File: config.mk
export PLATFORM = sky130hd
export DESIGN_NAME = prog_seq
export DESIGN_NICKNAME = d
export VERILOG_FILES = /design/src/rtl/prog_seq_pkg.sv /design/src/rtl/prog_seq_branch_lut.sv /design/src/rtl/prog_seq.sv
export SDC_FILE = /design/constraint.sdc
export NUM_CORES = 1
export LEC_CHECK = 0
export BUFFER_PORTS_ARGS = -buffer_cell sky130_fd_sc_hd__buf_2
export CAP_MARGIN = 30
export CORE_MARGIN = 10
export CORE_UTILIZATION = 44
export DETAILED_ROUTE_END_ITERATION = 8
export GPL_TIMING_DRIVEN = 0
export MAX_ROUTING_LAYER = met4
export PLACE_DENSITY = 0.84
export SYNTH_ARGS = -nofsm -noshare
export SYNTH_HDL_FRONTEND = slang
export SYNTH_SLANG_ARGS = --single-unit
File: constraint.sdc
create_clock -name Clk -period 2.4 [get_ports Clk]
set_input_delay 0.48 -clock Clk [delete_from_list [all_inputs] [get_ports Clk]]
set_output_delay 0.48 -clock Clk [all_outputs]
set_load 0.005 [all_outputs]
File: src/rtl/prog_seq_pkg.sv
// Shared types and constants for the program sequencer: state encoding,
// widths, program entry points and the branch target table.
package prog_seq_pkg;

  localparam int unsigned PC_W  = 10;
  localparam int unsigned LUT_W = 4;

  typedef enum logic [1:0] {
    StIdle,
    StArmed,
    StRun,
    StDone
  } seq_state_t;

  // Program entry points selected by ProgSel at Start.
  function automatic logic [PC_W-1:0] progBase(input logic [1:0] sel);
    logic [PC_W-1:0] base;
    unique case (sel)
      2'd0:    base = 10'd0;
      2'd1:    base = 10'd100;
      2'd2:    base = 10'd200;
      default: base = 10'd300;
    endcase
    return base;
  endfunction

  // Absolute branch targets; entries 2 and 5 are relied on by existing programs.
  function automatic logic [PC_W-1:0] branchLut(input logic [LUT_W-1:0] idx);
    logic [PC_W-1:0] target;
    unique case (idx)
      4'd0:    target = 10'd0;
      4'd1:    target = 10'd4;
      4'd2:    target = 10'd10;
      4'd3:    target = 10'd12;
      4'd4:    target = 10'd14;
      4'd5:    target = 10'd16;
      4'd6:    target = 10'd32;
      4'd7:    target = 10'd48;
      4'd8:    target = 10'd64;
      4'd9:    target = 10'd96;
      4'd10:   target = 10'd128;
      4'd11:   target = 10'd256;
      4'd12:   target = 10'd384;
      4'd13:   target = 10'd512;
      4'd14:   target = 10'd768;
      default: target = 10'd1000;
    endcase
    return target;
  endfunction

endpackage

File: src/rtl/prog_seq_branch_lut.sv
// Combinational branch-target ROM, shared with the assembler cross-check bench.
module branch_lut
  import prog_seq_pkg::*;
(
  input  logic [LUT_W-1:0] LutIdx,
  output logic [PC_W-1:0]  Target
);

  always_comb begin
    Target = branchLut(LutIdx);
  end

endmodule

File: src/rtl/prog_seq.sv
// Fetch-stage program sequencer: Start/Done handshake, program launch and
// absolute / flag-conditional branch resolution driving ProgCtr's jump port.
module prog_seq
  import prog_seq_pkg::*;
(
  input  logic             Clk,
  input  logic             Reset,
  input  logic             Start,
  input  logic [1:0]       ProgSel,
  input  logic [PC_W-1:0]  PC,
  input  logic             Halt,
  input  logic             BrAbs,
  input  logic             BrCond,
  input  logic [LUT_W-1:0] LutIdx,
  input  logic             FlagWe,
  input  logic             ALU_flag,
  output logic             Jen,
  output logic [PC_W-1:0]  Jump,
  output logic             Busy,
  output logic             Done
);

  seq_state_t      stateQ, stateD;
  logic [1:0]      selQ;
  logic            flagQ;
  logic [PC_W-1:0] lutTarget;

  branch_lut uLut (
    .LutIdx (LutIdx),
    .Target (lutTarget)
  );

  // Default holds the PC by reloading it; only RUN lets ProgCtr increment.
  always_comb begin
    stateD = stateQ;
    Jen    = 1'b1;
    Jump   = PC;
    unique case (stateQ)
      StIdle: begin
        if (Start) stateD = StArmed;
      end
      StArmed: begin
        if (!Start) begin
          Jump   = progBase(selQ);
          stateD = StRun;
        end
      end
      StRun: begin
        Jen = 1'b0;
        if (Halt) begin
          Jen    = 1'b1;
          Jump   = PC;
          stateD = StDone;
        end else if (BrAbs) begin
          Jen  = 1'b1;
          Jump = lutTarget;
        end else if (BrCond) begin
          Jen  = flagQ;
          Jump = lutTarget;
        end
      end
      StDone: begin
        if (Start) stateD = StArmed;
      end
      default: stateD = StIdle;
    endcase
  end

  // Busy/Done are registered from the next state so they track stateQ exactly.
  always_ff @(posedge Clk) begin
    if (Reset) begin
      stateQ <= StIdle;
      selQ   <= 2'd0;
      flagQ  <= 1'b0;
      Busy   <= 1'b0;
      Done   <= 1'b0;
    end else begin
      stateQ <= stateD;
      Busy   <= (stateD == StRun);
      Done   <= (stateD == StDone);
      if (FlagWe) flagQ <= ALU_flag;
      if (Start && (stateQ == StIdle || stateQ == StDone)) selQ <= ProgSel;
    end
  end

endmodule

# Word level (Yosys, flattened, before mapping)
# Memories as Yosys holds them, arrays and structs flattened.
# Index checks and enable logic that the tools add are counted.
# Widths: inputs -> output; s select.
[classes]
reduce_logical = 5
n_eq_ne = 7
mux = 14
[ops]
columns = ["operator", "count"]
rows = [
  ["$mux 10", 4],
  ["$pmux 9 s3", 1],
  ["$pmux 10 s2", 1],
  ["$eq 2x2->1 const B", 5],
  ["$mux 2", 3],
  ["$pmux 2 s3", 1],
  ["$eq 2x1->1 const B", 2],
  ["$logic_not 2->1", 2],
  ["$mux 1", 4],
  ["$reduce_or 2->1", 1],
  ["$logic_and 1x1->1", 1],
  ["$logic_or 1x1->1", 1],
]
[word_totals]
n_memories = 1
elab_cells = 32
output_inout_bits = 13
input_bits = 24
reg_bits = 7
rom_bits = 144
[mem_list]
columns = ["name", "depth", "word_bits", "read_ports", "rd_ports_with_merged_regs", "wr", "line", "text"]
rows = [
  ["(no name shown)", 16, 9, 1, 0, 0, "prog_seq_pkg.sv:30", "unique case (idx)"],
]

# Longest topological paths before layout
# An unclocked memory read counts as a cell.
[logic_depth]
ltp_word = 5
depth_mapped = 7
ltp_nobuf = 6

# By module
# From an unflattened synthesis, not the netlist that was laid out.
[unflattened]
hier_cells = 101
area_unflattened_um2 = 837.1
[by_module_without_submodules]
columns = ["mod", "area_each_um2", "instances", "cells_per_inst", "seq_area_each_um2"]
rows = [
  ["prog_seq", 593.1, 1, 68, 140.1],
  ["branch_lut", 244.0, 1, 33, 0.0],
]

# Least setup slack after synthesis
# OpenSTA, ideal clock, no wires.
[synth_path]
path_type = "reg2out"
from = "reg stateQ[0]"
to = "out Jump[2]"
n_path_buf = 0
t_arrival_ns = 1.463
setup_slack_ns = 0.457
required_time_ns = 1.920
stages_incl_launch_ff = 6
cell_sequence = "dfxtp_1 -> inv_1 -> ha_1 -> a21oi_2 -> a21bo_4 -> a221o_1"
[synth_via]
elab_chain_len = 2
word_cells_on_any_way = 3
cone_classes = "eq/ne: 2; mux: 1"
[synth_rtl]
columns = ["element", "line", "text"]
rows = [
  ["start: declaration", "prog_seq.sv:23", "seq_state_t stateQ, stateD;"],
  ["start signal: assignment", "prog_seq.sv:72", "stateQ <= StIdle;"],
  ["start signal: assignment", "prog_seq.sv:78", "stateQ <= stateD;"],
  ["$eq 2x2->1 / $eq 2x1->1 (equally long branches)", "prog_seq.sv:38", "unique case (stateQ)"],
  ["$pmux 10 s2 (*)", "prog_seq.sv:38", ""],
  ["end: declaration", "prog_seq.sv:18", "output logic [PC_W-1:0] Jump,"],
]
# Every way passes the cells marked *; elsewhere a longest branch is shown, timed or not.

# Worst setup path after layout
[layout_path]
from = "reg stateQ[0]"
to = "out Jump[6]"
# Same word-level chain as after synthesis.

==> run summary <==
outcome = finished, final reports clean
Distinct cells, synth = 35
Setup Crit Path Kind = register to output pin
post-synthesis simple-gate area fraction = 23.7%
die span in x = 61.0 um
largest net degree at the start of global routing = 11
fin crit period = 2.28 ns
Sink Count = 7
Layout Nets = 170
Tot GR Track Use = 12.3%
PortBufs = 36
Worst-Margin Slew = 0.356 ns
Peak Freq = 438 MHz
WP data arrival = 1.80 ns
CTS clock-pin slew for the worst setup and hold paths = 0.05 ns
Yosys reg bits = 7
ys async rst share = 0%
average size of a mapped cell = 7.69 um^2
dpl ws = 0.222 ns
Slew Limit Fails = 0
WL per Instance = 14.1 um
HPWL Detailed = 1.76 mm
Slew Limit Headroom = 76.0%
Area growth, synth to finish = 34.6%
Hold WC Path Type = input pin to register
gpl congestion = 0.951
Die Height = 61.0 um
Lkg Pwr = 0.485 nW
crit end category = output pin
IO Pins = 37
largest family of logic cells by synthesized area = compound AO/OA/AOI/OAI gates
routed vias = 848
share of post-route cells with drive strength above 1 = 39.0%
initial drt markers = 17
Clock Latency Late Sink = 0.25 ns
Startpoint Class = register
peak supply drop = 0.513 mV
Req. time, crit path = 1.92 ns
CTS HTree Levels = 1
Max clock buf depth = 2
CTS root buffer = clkbuf_4
FP Rows = 14
Setup Viol. Count Final = 0
CTS tree = done
Final Hold Violating Endpoints = 0
TritonRoute pass-1 iters = 4
routed wire length = 2.14 mm
Core ar. = 1540 um^2
Seq/Total Area, Yosys = 19.0%
Final Non-Filler Cells = 152
mux share of post-synthesis cell area = 4.24%
PD cells = 540 nW/um^2
final critical-path share of the clock period = 95.1%
RSZ-0062 raised after global routing = false
DR vias/cell = 5.58
Synth Flop Type = dfxtp_1
# Max-Cap Violations = 0
critical-path maximum fanout = 8
n_diodes = 0
die footprint = 3720 um^2
syn nets = 129
Final Worst Setup Slack = 0.118 ns
EDFF count, synth = 0
starting density of the core = 47.9%
Synth Area in Adders = 15.3%
synthesized cell area = 738 um^2
YS warnings = 0
antenna violations before repair = 0
post-synthesis xor/xnor area fraction = 0%
Cells after DPL = 148
Final TNS setup = 0 ns
DRC viols = 0
first-pass GRT wire length = 3.50 mm
# fillers = 145
Post-Syn Instances = 96
setup bufs post-CTS = 0
TritonCTS buffer count = 3
Worst Skew = 0.00675 ns
vias in the first global route = 830
Compound-Gate Fraction of Synth Area = 31.9%
GRT overflow = 0
Antenna Nets Post-Route = 0
flip-flops by register name, indices dropped and copies added (netlist names):
name / count
selQ: 2
stateQ: 2
flagQ: 1
Done: 1
Busy: 1
critical path, stage by stage, from the launching register on:
cell and delay, ns:
dfxtp_2 0.35, inv_1 0.09, ha_4 0.25, a21oi_2 0.12
a21bo_4 0.27, a221o_1 0.34, buf_2 0.13
synth_stat cells, types with 3 or more instances:
master    number  share of area [%]
a21oi_1        6                4.1
a22oi_1        3                3.1
dfxtp_1        7                 19
ha_1           9                 15
inv_1          8                4.1
nand2_1       13                6.6
nand2b_1       3                2.5
nor2_1         4                2.0
nor2b_1        5                4.2
o21ai_0        7                4.7
cells in the final DEF, fill, tap and decap left out, drive strengths merged, types with 2 or more instances in the layout:
cell type / n
o31ai: 2
nor2b: 5
nand2b: 3
clkbuf: 5
nand2: 13
nor2: 4
ha: 9
nand3: 2
and2: 2
inv: 8
a22oi: 3
o21ai: 7
nor3: 2
dfxtp: 7
a21oi: 7
mux2i: 2
buf: 38
a221o: 2
logic make-up (layout without fill, tap and decap cells):
logic type	after synthesis	after routing
compound gates	31	31
fa+ha+maj	9	9
buf+inv	11	51
flops	7	7
mux	3	3
simple gates	35	35
routing by layer:
metal	vias to the layer above	part of all wire (%)	global-route usage, %
met5	-	0	-
met1	381	39	12.5
met2	31	49	20.8
met4	0	2.2	6.58
li1	430	-	-
met3	6	9.4	3.55
report_power, final:
group	switching [mW]	internal (mW)	total [mW]	leakage, nW
combinational	0.145	0.143	0.288	0.412
clock	0.0429	0.0634	0.106	0.0150
sequential	0.0113	0.132	0.143	0.0581
total	0.199	0.338	0.537	0.485
path summary, 6_finish.rpt:
kind / from / endpoint / slack (ns) / cells after the start
max: stateQ[0]$_SDFF_PP0_ / Jump[6] / 0.12 / 6
min: Reset / selQ[0]$_SDFFE_PP0P_ / 0.45 / 2
max reg2reg: stateQ[0]$_SDFF_PP0_ / stateQ[0]$_SDFF_PP0_ / 0.87 / 7
min reg2reg: selQ[1]$_SDFFE_PP0P_ / selQ[1]$_SDFFE_PP0P_ / 0.49 / 2
layout make-up:
cell class | count | area [um^2] | area share (%)
Sequential cell | 7 | 143 | 14.4
Multi-Input combinational cell | 78 | 581 | 58.4
Timing Repair Buffer | 36 | 180 | 18.1
Clock buffer | 4 | 26.3 | 2.64
Buffer | 3 | 13.8 | 1.39
Inverter | 8 | 30.0 | 3.02
Tap cell | 16 | 20.0 | 2.02
stage by stage:
stage	power [mW]	cell area, um^2	utilization, %	hold slack [ns]
3_5_place_dp	0.415	938	60.9	0.495
4_1_cts	0.528	971	63.0	0.440
2_1_floorplan	0.317	738	-	0.451
6_report	0.537	993	64.4	0.446
3_3_place_gp	0.408	938	60.9	0.472
5_1_grt	0.584	993	64.4	0.450
what timing repair did:
item,in CTS,in global routing
gates resized for setup,2,4
hold buffers,0,0
endpoints found under the setup margin,2,6
(Power assumes the default switching activity.)
